### config.mk
export PLATFORM = sky130hd
export DESIGN_NAME = pipe_ctrl_chain_flat
export DESIGN_NICKNAME = d
export VERILOG_FILES = /design/src/rtl/pipe_ctrl_chain_if.sv /design/src/rtl/pipe_ctrl_chain.sv /design/src/flat_wrapper.sv
export SDC_FILE = /design/constraint.sdc
export NUM_CORES = 1
export LEC_CHECK = 0
export BUFFER_PORTS_ARGS = -buffer_cell sky130_fd_sc_hd__buf_2
export CAP_MARGIN = 20
export CORE_ASPECT_RATIO = 1.75
export CORE_MARGIN = 2
export CORE_UTILIZATION = 30
export DETAILED_ROUTE_END_ITERATION = 8
export GPL_TIMING_DRIVEN = 0
export PLACE_DENSITY = 0.58
export RECOVER_POWER = 25
export SYNTH_ARGS = -nofsm -noshare
export SYNTH_HDL_FRONTEND = slang
export SYNTH_SLANG_ARGS = --single-unit
### constraint.sdc
create_clock -name clk -period 2 [get_ports clk]
set_input_delay 0.2 -clock clk [delete_from_list [all_inputs] [get_ports clk]]
set_output_delay 0.2 -clock clk [all_outputs]
set_load 0.01 [all_outputs]
### src/rtl/pipe_ctrl_chain_if.sv
// Token, control and status bundle for pipe_ctrl_chain.
// The slave modport is the chain's view; master is the upstream/controller view.
interface pipe_ctrl_chain_if #(
  parameter int STAGES = 4,
  parameter int DATA_W = 32,
  parameter int ADDR_W = 5
);
  localparam int SEL_W = $clog2(STAGES + 1);

  logic              in_valid;
  logic [DATA_W-1:0] in_data;
  logic [ADDR_W-1:0] in_dest;
  logic              in_wb_en;
  logic              in_mem_r_en;
  logic [ADDR_W-1:0] in_src1;
  logic [ADDR_W-1:0] in_src2;
  logic [STAGES-1:0] stall_req;
  logic [STAGES-1:0] flush_req;
  logic              in_ready;
  logic              hazard;
  logic [SEL_W-1:0]  fwd_sel1;
  logic [SEL_W-1:0]  fwd_sel2;
  logic              out_valid;
  logic [DATA_W-1:0] out_data;
  logic [ADDR_W-1:0] out_dest;
  logic              out_wb_en;
  logic [SEL_W-1:0]  occupancy;

  modport slave (
    input  in_valid, in_data, in_dest, in_wb_en, in_mem_r_en, in_src1, in_src2,
           stall_req, flush_req,
    output in_ready, hazard, fwd_sel1, fwd_sel2,
           out_valid, out_data, out_dest, out_wb_en, occupancy
  );

  modport master (
    output in_valid, in_data, in_dest, in_wb_en, in_mem_r_en, in_src1, in_src2,
           stall_req, flush_req,
    input  in_ready, hazard, fwd_sel1, fwd_sel2,
           out_valid, out_data, out_dest, out_wb_en, occupancy
  );
endinterface

### src/rtl/pipe_ctrl_chain.sv
// Parametrised in-order pipeline register chain with per-stage freeze/flush,
// load-use / RAW hazard detection and forwarding-source selection.
module pipe_ctrl_chain #(
  parameter int STAGES = 4,
  parameter int DATA_W = 32,
  parameter int ADDR_W = 5,
  parameter bit FWD_EN = 1'b1
) (
  input logic               clk,
  input logic               rst,
  pipe_ctrl_chain_if.slave  bus
);
  localparam int SEL_W = $clog2(STAGES + 1);
  localparam int LAST  = STAGES - 1;

  typedef struct packed {
    logic              v;
    logic              wb;
    logic              mr;
    logic [ADDR_W-1:0] dest;
    logic [DATA_W-1:0] data;
  } stage_t;

  stage_t            st_q [STAGES];
  stage_t            st_d [STAGES];
  logic [STAGES-1:0] frz;
  logic [STAGES-1:0] flush_mask;
  logic [STAGES-1:0] m1;
  logic [STAGES-1:0] m2;
  logic              haz;
  logic              ready;
  logic              accept;

  // NOTE: every always_comb output gets a default first so no path can infer a latch.
  always_comb begin
    logic acc_s;
    logic acc_f;
    acc_s      = 1'b0;
    acc_f      = 1'b0;
    frz        = '0;
    flush_mask = '0;
    // A stall/flush at stage j reaches every younger stage 0..j.
    for (int k = STAGES - 1; k >= 0; k--) begin
      acc_s         = acc_s | bus.stall_req[k];
      acc_f         = acc_f | bus.flush_req[k];
      frz[k]        = acc_s;
      flush_mask[k] = acc_f;
    end
  end

  always_comb begin
    m1 = '0;
    m2 = '0;
    for (int k = 0; k < STAGES; k++) begin
      m1[k] = st_q[k].v & st_q[k].wb & (st_q[k].dest == bus.in_src1) &
              (bus.in_src1 != '0) & bus.in_valid;
      m2[k] = st_q[k].v & st_q[k].wb & (st_q[k].dest == bus.in_src2) &
              (bus.in_src2 != '0) & bus.in_valid;
    end
  end

  always_comb begin
    haz          = 1'b0;
    bus.fwd_sel1 = '0;
    bus.fwd_sel2 = '0;
    if (FWD_EN) begin
      haz = (m1[0] | m2[0]) & st_q[0].mr;
      // Scan oldest to youngest so the youngest producer overwrites last.
      for (int k = STAGES - 1; k >= 0; k--) begin
        if (m1[k]) bus.fwd_sel1 = SEL_W'(k + 1);
        if (m2[k]) bus.fwd_sel2 = SEL_W'(k + 1);
      end
    end else begin
      haz = (|m1) | (|m2);
    end
  end

  assign ready      = rst & ~frz[0] & ~haz & ~(|bus.flush_req);
  assign accept     = bus.in_valid & ready;
  assign bus.hazard = haz;
  assign bus.in_ready = ready;

  always_comb begin
    for (int k = 0; k < STAGES; k++) st_d[k] = st_q[k];

    if (!frz[0]) begin
      if (accept) begin
        st_d[0] = '{v: 1'b1, wb: bus.in_wb_en, mr: bus.in_mem_r_en,
                    dest: bus.in_dest, data: bus.in_data};
      end else begin
        st_d[0].v  = 1'b0;
        st_d[0].wb = 1'b0;
      end
    end

    for (int k = 1; k < STAGES; k++) begin
      if (!frz[k]) begin
        if (frz[k-1]) begin
          st_d[k].v  = 1'b0;
          st_d[k].wb = 1'b0;
        end else begin
          st_d[k] = st_q[k-1];
        end
      end
    end

    // Flush beats freeze: payload stays, validity goes.
    for (int k = 0; k < STAGES; k++) begin
      if (flush_mask[k]) begin
        st_d[k].v  = 1'b0;
        st_d[k].wb = 1'b0;
      end
    end
  end

  // NOTE: payload registers are reset too, so outputs read zero throughout reset.
  always_ff @(posedge clk or negedge rst) begin
    if (!rst) begin
      for (int k = 0; k < STAGES; k++) st_q[k] <= '0;
    end else begin
      // NOTE: sequential state uses non-blocking assignment only.
      st_q <= st_d;
    end
  end

  always_comb begin
    bus.occupancy = '0;
    for (int k = 0; k < STAGES; k++) bus.occupancy = bus.occupancy + SEL_W'(st_q[k].v);
  end

  assign bus.out_valid = st_q[LAST].v;
  assign bus.out_data  = st_q[LAST].data;
  assign bus.out_dest  = st_q[LAST].dest;
  assign bus.out_wb_en = st_q[LAST].v & st_q[LAST].wb;
endmodule
### src/flat_wrapper.sv
// flat-port wrapper written by rule: the top's interface ports become plain ports
module pipe_ctrl_chain_flat 
#(
  parameter int STAGES = 4,
  parameter int DATA_W = 32,
  parameter int ADDR_W = 5,
  parameter bit FWD_EN = 1'b1
)
  (clk, rst, bus_in_valid, bus_in_data, bus_in_dest, bus_in_wb_en, bus_in_mem_r_en, bus_in_src1, bus_in_src2, bus_stall_req, bus_flush_req, bus_in_ready, bus_hazard, bus_fwd_sel1, bus_fwd_sel2, bus_out_valid, bus_out_data, bus_out_dest, bus_out_wb_en, bus_occupancy);
  pipe_ctrl_chain_if #(.STAGES(STAGES), .DATA_W(DATA_W), .ADDR_W(ADDR_W)) bus_i ();
  input logic clk;
  input logic rst;
  input wire logic [$bits(bus_i.in_valid)-1:0] bus_in_valid;
  input wire logic [$bits(bus_i.in_data)-1:0] bus_in_data;
  input wire logic [$bits(bus_i.in_dest)-1:0] bus_in_dest;
  input wire logic [$bits(bus_i.in_wb_en)-1:0] bus_in_wb_en;
  input wire logic [$bits(bus_i.in_mem_r_en)-1:0] bus_in_mem_r_en;
  input wire logic [$bits(bus_i.in_src1)-1:0] bus_in_src1;
  input wire logic [$bits(bus_i.in_src2)-1:0] bus_in_src2;
  input wire logic [$bits(bus_i.stall_req)-1:0] bus_stall_req;
  input wire logic [$bits(bus_i.flush_req)-1:0] bus_flush_req;
  output wire logic [$bits(bus_i.in_ready)-1:0] bus_in_ready;
  output wire logic [$bits(bus_i.hazard)-1:0] bus_hazard;
  output wire logic [$bits(bus_i.fwd_sel1)-1:0] bus_fwd_sel1;
  output wire logic [$bits(bus_i.fwd_sel2)-1:0] bus_fwd_sel2;
  output wire logic [$bits(bus_i.out_valid)-1:0] bus_out_valid;
  output wire logic [$bits(bus_i.out_data)-1:0] bus_out_data;
  output wire logic [$bits(bus_i.out_dest)-1:0] bus_out_dest;
  output wire logic [$bits(bus_i.out_wb_en)-1:0] bus_out_wb_en;
  output wire logic [$bits(bus_i.occupancy)-1:0] bus_occupancy;
  assign bus_i.in_valid = bus_in_valid;
  assign bus_i.in_data = bus_in_data;
  assign bus_i.in_dest = bus_in_dest;
  assign bus_i.in_wb_en = bus_in_wb_en;
  assign bus_i.in_mem_r_en = bus_in_mem_r_en;
  assign bus_i.in_src1 = bus_in_src1;
  assign bus_i.in_src2 = bus_in_src2;
  assign bus_i.stall_req = bus_stall_req;
  assign bus_i.flush_req = bus_flush_req;
  assign bus_in_ready = bus_i.in_ready;
  assign bus_hazard = bus_i.hazard;
  assign bus_fwd_sel1 = bus_i.fwd_sel1;
  assign bus_fwd_sel2 = bus_i.fwd_sel2;
  assign bus_out_valid = bus_i.out_valid;
  assign bus_out_data = bus_i.out_data;
  assign bus_out_dest = bus_i.out_dest;
  assign bus_out_wb_en = bus_i.out_wb_en;
  assign bus_occupancy = bus_i.occupancy;
  pipe_ctrl_chain #(.STAGES(STAGES), .DATA_W(DATA_W), .ADDR_W(ADDR_W), .FWD_EN(FWD_EN)) u_core (.clk(clk), .rst(rst), .bus(bus_i));
endmodule
==> out/metrics.json, run 1 <==
{
  "sta": {
    "clock_skew_ps": 6.821,
    "final_max_slew_viol_count": 0,
    "final_period_minus_worst_setup_slack_ps": 2193,
    "timing.final.hold_violations": 89,
    "grt_setup_unrepaired": "yes",
    "hold_ws_ps": -212.4,
    "max-slew-margin-rel_pct": 45.94,
    "final.period_utilization_pct": 109.6,
    "least_margin_pin_slew_ps": 810.9,
    "fin_ws_ps": -192.6,
    "setup_viol": 48,
    "maxClockFrequency_ghz": 0.4561
  },
  "power_and_ir_drop": {
    "power_frac_comb_pct": 7.2,
    "switching_share_of_power_pct": 22.10,
    "leakagePower_nw": 4.752,
    "design_power_total_mw": 7.172,
    "cellInternalPower_mw": 5.587,
    "sequential_cell_fraction_of_total_power_pct": 46.3,
    "maximum_resistive_drop_on_vdd_mv": 0.5526,
    "share_clk_of_total_power_pct": 46.5,
    "power-per-cell-area_nw_per_um2": 779.8,
    "switchingPower_mw": 1.585
  },
  "global_route": {
    "number_of_global_route_vias_before_repair": 4730,
    "met1_usage_pct": 15.62,
    "grt_max_degree": 94,
    "gr_util_met2_pct": 24.84,
    "global_route.overflow_total": 0,
    "globalRoute.busiestLayer": "met2",
    "grt_met3_use_pct": 3.619,
    "grt_antenna_before_repair": 2,
    "grt_first_pass_wirelength_um": 25730,
    "globalRouteTotalUtil_pct": 13.98
  },
  "final_layout": {
    "final_cell_mix": "dfrtp_1 (151), nand2_1 (120), buf_2 (105), mux2_2 (74), buf_4 (53)",
    "layout-drive-gt1-share_pct": 46.77,
    "final_cells": 1042,
    "design.final.nets": 794,
    "postLayoutCoreUtil_pct": 40.60,
    "layout_commonest_cell": "dfrtp_1",
    "area.growth.synth_to_final_pct": 32.88,
    "antennaDiodeCount": 0
  },
  "setup_path": {
    "rr_worst_depth": 8,
    "timing.reg2reg.setup_slack_ps": -120,
    "crit_path_start": "u_core.st_q[158]$_DFFE_PN0P_",
    "critical_path.reg2reg.endpoint": "u_core.st_q[142]$_DFFE_PN0P_",
    "critical_path_peak_fanout": 3,
    "worst_ep_arrival_time_ps": 1990,
    "regToRegStartpoint": "u_core.st_q[154]$_DFFE_PN0P_",
    "element_type_at_the_critical_path_end": "primary output",
    "critical_path_required_ps": 1800,
    "cp-endpoint": "bus_in_ready",
    "critPathLaunchType": "register",
    "timing_worst_setup_path_type": "register to primary output"
  },
  "worst_hold_path": {
    "hp-class": "input pin to async pin"
  },
  "clock_tree": {
    "tritoncts_num_sinks": 157,
    "cts_buffer_depth": 2,
    "cts_tree": "built",
    "clk_latency_ps": 420,
    "clock_pin_slew_on_the_worst_setup_and_hold_paths_ps": 60,
    "clockRootBuffer": "clkbuf_16",
    "cts_buffers": 17,
    "cts_htree_levels": 4,
    "cts-hold-fix-buffers": 21
  },
  "job": {
    "maxCapViolations": 0
  },
  "floorplan": {
    "design.portCount": 110,
    "start_util_pct": 30.56,
    "floorplan.rows": 73,
    "die_height_um": 204.9,
    "core_area_um2": 22650,
    "die-width_um": 118.8,
    "die_outline_area_um2": 24350
  },
  "place": {
    "place_inst": 968,
    "globalplace.congestion": 0.8338,
    "detailed_place_hpwl_um": 11350,
    "setup_slack_placement_ps": -339.8,
    "place.port_buffers": 98
  },
  "detailed_routing": {
    "drt_iter0_markers": 220,
    "antenna_violating_nets_post_route": 0,
    "drtPass1Iterations": 4,
    "route.detailed.drc": 0,
    "post_detailed_route_wirelength_per_cell_um": 15.76,
    "num_vias": 4533,
    "vias_per_cell": 4.350,
    "routed_wl_um": 16420
  },
  "synthesis": {
    "ys_ff_latch": 157,
    "main_synth_ff_type": "dfrtp_1",
    "mappedNetlistNets": 632,
    "synthesis.area_per_instance_um2": 12.16,
    "synthDistinctLibCells": 36,
    "synth_edf_count": 0,
    "netlist_area_before_placement_um2": 6922,
    "synth_warn": 0,
    "async_flop_share_pct": 100.0,
    "synthesis.instances": 569,
    "synth_seq_area_share_pct": 56.76
  },
  "run_status": {
    "outcome": "finished with violations",
    "failed_checks": "negative hold slack, negative setup slack"
  }
}
-- flip-flops by register name, summed over array words and instances (netlist names) --
| signal | count |
|---|---|
| u_core.bus.out_valid | 1 |
| u_core.st_q | 119 |
| u_core.bus.out_data | 32 |
| u_core.bus.out_dest | 5 |
-- routing by layer --
layer / share of wire [%] / vias up
met5: 0.16 / -
met4: 1.7 / 4
met3: 4.5 / 20
met2: 53 / 83
met1: 41 / 2248
li1: - / 2178
-- worst min path at each step --
stage | startpoint | endpoint | slack [ps]
3_5_place_dp | rst | u_core.st_q[125]$_DFFE_PN0P_ | 270
3_3_place_gp | bus_flush_req[2] | u_core.st_q[79]$_DFFE_PN0P_ | 420
4_1_cts | rst | u_core.st_q[125]$_DFFE_PN0P_ | -180
6_report | rst | u_core.st_q[125]$_DFFE_PN0P_ | -210
2_1_floorplan | rst | u_core.bus.out_data[0]$_DFFE_PN0P_ | -100
5_1_grt | rst | u_core.st_q[125]$_DFFE_PN0P_ | -150
-- cells by family after synthesis --
logic type / count (synthesis) / share of synthesized area, %
AOI/OAI and AO/OA: 17 / 1.518
xor gates and xnor gates: 40 / 5.061
adders and majority gates: 3 / 0.6507
buffers and inverters: 72 / 6.797
DFF: 157 / 56.76
muxes: 111 / 18.49
and+or+nand+nor: 169 / 10.72
-- synthesized netlist by cell type (all sizes together) (3+ instances only) --
master  instances  area share, %
dfrtp         157             57
nand2         120            6.5
mux2          111             18
buf            60            6.1
xor2           22            2.8
xnor2          18            2.3
clkbuf          9           0.49
nor4            9           0.81
nand3           8           0.58
nor2            8           0.47
a21oi           7           0.56
nor3            6           0.51
nand3b          4           0.43
o21ai           4           0.29
inv             3           0.16
nand4           3           0.27
-- through the flow --
stage / hold slack (ps) / area, µm² / setup TNS, ps
2_1_floorplan: -95.59 / 6922 / 0
3_3_place_gp: 416.4 / 7787 / -385910
3_5_place_dp: 270.6 / 7825 / -12030
4_1_cts: -182.8 / 8862 / -5965
5_1_grt: -154.6 / 9198 / -8098
6_report: -212.4 / 9198 / -4089
-- critical path, cell delays in order (launching register included) --
cell and delay (ps):
dfrtp_1 400, nand3_2 120, nor4_1 280, and4_2 290
or2_4 150, and2_4 170, nor2_4 40, buf_6 110
-- power by group through the flow --
stage               clock network (mW)  logic, mW  registers (mW)
floorplan                            0      0.258            3.36
global placement                     0      0.455            3.38
detailed placement                   0      0.470            3.38
CTS                               3.44      0.514            3.32
global route                      3.58      0.577            3.33
finish                            3.33      0.519            3.32
-- final cells by class --
type	instances	area, µm²
Buffer	69	489.2
Clock buffer	18	429.2
Clock inverter	12	172.7
Fill cell	2262	13450
Inverter	3	11.26
Multi-Input combinational cell	340	2769
Sequential cell	157	3936
Tap cell	300	375.4
Timing Repair Buffer	143	1015
-- timing repair --
| item | CTS | global route |
|---|---|---|
| pin swaps | 11 | 15 |
| gates cloned | 0 | 2 |
| endpoints found under the hold margin | 112 | 89 |
| endpoints found under the setup margin | 50 | 51 |
| buffers inserted | 11 | 10 |
| resized for setup | 26 | 52 |
Power figures use the tool's default switching activity.
==> run 2: changes to the inputs <==
--- a/config.mk
+++ b/config.mk
@@ -5,7 +5,8 @@
 export SDC_FILE = /design/constraint.sdc
 export NUM_CORES = 1
 export LEC_CHECK = 0
-export BUFFER_PORTS_ARGS = -buffer_cell sky130_fd_sc_hd__buf_2
+export ABC_AREA = 1
+export BUFFER_PORTS_ARGS = -buffer_cell sky130_fd_sc_hd__buf_4
 export CAP_MARGIN = 20
 export CORE_ASPECT_RATIO = 1.75
 export CORE_MARGIN = 2
==> run 2 against run 1 <==
- the run ends with negative hold slack, max-capacitance violations, max-slew violations, negative setup slack left
- setup slack improved by 140 ps
- worst hold slack better by 5.4 ps
- cell count up 21%
- register-to-register slack improved by 260 ps
- sequential share of layout area is 0.47 points lower
- clock power hardly changed
- count of clock-buffer cells in the layout up 3
- synthesized cell count is 40% higher
- critical endpoint is now bus_occupancy[1]
- largest cell class unchanged
- largest power group unchanged
==> out/metrics.json, run 2 <==
{
  "run_status": {
    "failed_checks": "negative hold slack, max-capacitance violations, max-slew violations, negative setup slack",
    "outcome": "finished with violations"
  },
  "clock_tree": {
    "cts_buffer_depth": {"value": 2, "change": "unchanged"},
    "clockRootBuffer": "clkbuf_16",
    "clock_pin_slew_on_the_worst_setup_and_hold_paths": {"value": 60, "unit": "ps", "change": "about the same"},
    "clk_latency": {"value": 420, "unit": "ps", "change": "about the same"},
    "tritoncts_num_sinks": {"value": 157, "change": "unchanged"},
    "cts_tree": "built",
    "cts-hold-fix-buffers": {"value": 4, "change": "-81%"},
    "cts_htree_levels": {"value": 4, "change": "unchanged"},
    "cts_buffers": {"value": 17, "change": "unchanged"}
  },
  "place": {
    "detailed_place_hpwl": {"value": 13720, "unit": "µm", "change": "+21%"},
    "setup_slack_placement": {"value": -377.1, "unit": "ps", "change": "-37.30 ps"},
    "place.port_buffers": {"value": 109, "change": "+11%"},
    "place_inst": {"value": 1213, "change": "+25%"},
    "globalplace.congestion": {"value": 0.8925, "change": "+7.0%"}
  },
  "sta": {
    "final_max_slew_viol_count": {"value": 64, "change": "+64"},
    "grt_setup_unrepaired": "yes",
    "max-slew-margin-rel": {"value": -4.720, "unit": "%", "change": "-51 points"},
    "fin_ws": {"value": -54.01, "unit": "ps", "change": "+138.6 ps"},
    "least_margin_pin_slew": {"value": 1571, "unit": "ps", "change": "+759.9 ps"},
    "final.period_utilization": {"value": 102.7, "unit": "%", "change": "-6.9 points"},
    "finalSetupTns": {"value": -54.01, "unit": "ps", "change": "+4035 ps"},
    "final_period_minus_worst_setup_slack": {"value": 2054, "unit": "ps", "change": "-138.6 ps"},
    "clock_skew": {"value": 10.39, "unit": "ps", "change": "+3.566 ps"},
    "timing.final.hold_violations": {"value": 62, "change": "-30%"},
    "maxClockFrequency": {"value": 0.4869, "unit": "GHz", "change": "+6.7%"},
    "setup_viol": {"value": 1, "change": "-98%"},
    "hold_ws": {"value": -207.0, "unit": "ps", "change": "+5.401 ps"}
  },
  "setup_path": {
    "worst_ep_arrival_time": {"value": 1850, "unit": "ps", "change": "-140 ps"},
    "critical_path_required": {"value": 1800, "unit": "ps", "change": "about the same"},
    "timing_worst_setup_path_type": "register to primary output",
    "critical_path_peak_fanout": {"value": 3, "change": "unchanged"},
    "element_type_at_the_critical_path_end": "primary output",
    "critPathLaunchType": "register"
  },
  "detailed_routing": {
    "num_vias": {"value": 5664, "change": "+25%"},
    "drt_iter0_markers": {"value": 231, "change": "+5.0%"},
    "drtPass1Iterations": {"value": 4, "change": "unchanged"},
    "vias_per_cell": {"value": 4.477, "change": "+2.9%"},
    "routed_wl": {"value": 18810, "unit": "µm", "change": "+15%"},
    "post_detailed_route_wirelength_per_cell": {"value": 14.87, "unit": "µm", "change": "-5.7%"},
    "antenna_violating_nets_post_route": {"value": 0, "change": "unchanged"},
    "route.detailed.drc": {"value": 0, "change": "unchanged"}
  },
  "final_layout": {
    "area.growth.synth_to_final_pct": 30.92,
    "antennaDiodeCount": {"value": 0, "change": "unchanged"},
    "largest_reg_flops": {"value": 119, "change": "unchanged"},
    "layout-drive-gt1-share": {"value": 28.51, "unit": "%", "change": "-18 points"},
    "layout_commonest_cell": "nand2_1",
    "final_cell_mix": "nand2_1 (332), buf_4 (158), dfrtp_1 (154), nand4_1 (43), inv_1 (36)",
    "design.final.nets": {"value": 1011, "change": "+27%"},
    "final_cells": {"value": 1265, "change": "+21%"},
    "top_register": "u_core.st_q"
  },
  "power_and_ir_drop": {
    "switching_share_of_power": {"value": 23.94, "unit": "%", "change": "+1.8 points"},
    "power-per-cell-area": {"value": 772.0, "unit": "nW/µm²", "change": "-1.0%"},
    "leakagePower": {"value": 5.078, "unit": "nW", "change": "+6.9%"},
    "cellInternalPower": {"value": 5.456, "unit": "mW", "change": "-2.3%"},
    "sequential_cell_fraction_of_total_power": {"value": 45.6, "unit": "%", "change": "-0.7 points"},
    "switchingPower": {"value": 1.717, "unit": "mW", "change": "+8.3%"},
    "maximum_resistive_drop_on_vdd": {"value": 0.3376, "unit": "mV", "change": "-39%"},
    "design_power_total": {"value": 7.173, "unit": "mW", "change": "about the same"},
    "power_frac_comb": {"value": 7.6, "unit": "%", "change": "+0.4 points"},
    "share_clk_of_total_power": {"value": 46.9, "unit": "%", "change": "+0.4 points"}
  },
  "floorplan": {
    "design.portCount": {"value": 110, "change": "unchanged"},
    "floorplan.rows": {"value": 74, "change": "+1.4%"},
    "core_area": {"value": 23330, "unit": "µm²", "change": "+3.0%"},
    "die-width": {"value": 120.3, "unit": "µm", "change": "+1.2%"},
    "start_util": {"value": 30.42, "unit": "%", "change": "-0.14 points"},
    "die_outline_area": {"value": 24950, "unit": "µm²", "change": "+2.5%"},
    "die_height": {"value": 207.5, "unit": "µm", "change": "+1.2%"}
  },
  "synthesis": {
    "synthesis.area_per_instance": {"value": 8.882, "unit": "µm²", "change": "-27%"},
    "post-synth-top-count-cell": "nand2_1",
    "main_synth_ff_type": "dfrtp_1",
    "synth_largest_area_cell": "dfrtp_1",
    "netlist_area_before_placement": {"value": 7097, "unit": "µm²", "change": "+2.5%"},
    "mappedNetlistNets": {"value": 862, "change": "+36%"},
    "netlist.area_leader.share": {"value": 55.36, "unit": "%", "change": "-1.4 points"},
    "synth_edf_count": {"value": 0, "change": "unchanged"},
    "synthesis.instances": {"value": 799, "change": "+40%"},
    "ys_ff_latch": {"value": 157, "change": "unchanged"},
    "synthTopCellsByArea": "dfrtp_1 (55%), nand2_1 (18%), mux2_2 (5.1%), buf_4 (4.2%), nand4_1 (3.8%)",
    "ys_top_cells_by_count": "nand2_1 (338), dfrtp_1 (157), nand4_1 (43)",
    "synth_seq_area_share": {"value": 55.36, "unit": "%", "change": "-1.4 points"},
    "synthDistinctLibCells": {"value": 32, "change": "-11%"},
    "async_flop_share": {"value": 100.0, "unit": "%", "change": "unchanged"},
    "synth_warn": {"value": 0, "change": "unchanged"}
  },
  "global_route": {
    "number_of_global_route_vias_before_repair": {"value": 5821, "change": "+23%"},
    "grt_max_degree": {"value": 64, "change": "-32%"},
    "grt_antenna_before_repair": {"value": 0, "change": "-2"},
    "grt_first_pass_wirelength": {"value": 30590, "unit": "µm", "change": "+19%"},
    "global_route.overflow_total": {"value": 0, "change": "unchanged"},
    "globalRouteTotalUtil": {"value": 15.76, "unit": "%", "change": "+1.8 points"}
  },
  "worst_hold_path": {
    "hp-class": "input pin to async pin"
  },
  "job": {
    "maxCapViolations": {"value": 1, "change": "+1"}
  }
}
run 2: worst paths after layout:
kind,start,to,slack [ps],cells past startpoint
max,u_core.st_q[159]$_DFFE_PN0P_,bus_occupancy[1],-50,4
min,rst,u_core.st_q[159]$_DFFE_PN0P_,-210,2
max reg2reg,u_core.st_q[159]$_DFFE_PN0P_,u_core.st_q[135]$_DFFE_PN0P_,140,10
min reg2reg,u_core.st_q[60]$_DFFE_PN0P_,u_core.bus.out_data[20]$_DFFE_PN0P_,470,2
max in group asynchronous,rst,u_core.st_q[119]$_DFFE_PN0P_,650,2
min in group clk,bus_in_data[28],u_core.st_q[148]$_DFFE_PN0P_,20,3
run 2: what timing repair did:
| action | 4_1_cts | 5_1_grt |
|---|---|---|
| setup endpoints to repair | 50 | 43 |
| pin swaps | 11 | 16 |
| gates cloned | 1 | 0 |
| gates resized for setup | 25 | 27 |
| hold endpoints to repair | 34 | 125 |
| setup buffers | 7 | 8 |
run 2: per-stage QoR:
| stage | utilization (%) | area [µm²] | hold slack [ps] |
|---|---|---|---|
| global route | 39.82 | 9291 | -190.6 |
| floorplan | - | 7097 | -95.59 |
| global placement | 35.55 | 8295 | 423.7 |
| detailed placement | 35.70 | 8330 | 84.82 |
| finish | 39.82 | 9291 | -207.0 |
| CTS | 39.45 | 9204 | -195.0 |
run 2: per-layer routing:
| layer | routed length (µm) | global-route usage (%) |
|---|---|---|
| met1 | 7617 | 18.15 |
| met3 | 509 | 2.198 |
| met2 | 10060 | 28.27 |
| met4 | 620 | 7.698 |
| met5 | 0 | 0 |
run 2: area by class of cell:
class	instances	area, µm²
Multi-Input combinational cell	527	2686
Sequential cell	157	3933
Fill cell	2405	14040
Inverter	42	162.7
Timing Repair Buffer	130	1046
Tap cell	304	380.4
Clock inverter	11	142.6
Buffer	73	460.4
Clock buffer	21	480.5
run 2: kinds of logic after synthesis:
| kind of cell | after synthesis | synth area share, % |
|---|---|---|
| AOI/OAI and AO/OA | 42 | 3.455 |
| and+or+nand+nor | 438 | 25.56 |
| buffers and inverters | 115 | 8.427 |
| DFF | 157 | 55.36 |
| muxes | 32 | 5.078 |
| xor gates and xnor gates | 12 | 1.481 |
| adders and majority gates | 3 | 0.6347 |
run 2: critical path: stages, from the launching register on:
cell,delay [ps]
dfrtp_2,460
ha_4,260
fa_2,360
ha_4,280
buf_6,90
run 2: power groups by stage:
stage          Sequential [mW]  Clock, mW  Combinational, mW
2_1_floorplan             3.31          0              0.225
3_3_place_gp              3.33          0              0.493
3_5_place_dp              3.33          0              0.505
4_1_cts                   3.27       3.43              0.543
5_1_grt                   3.27       3.57              0.601
6_report                  3.27       3.36              0.543
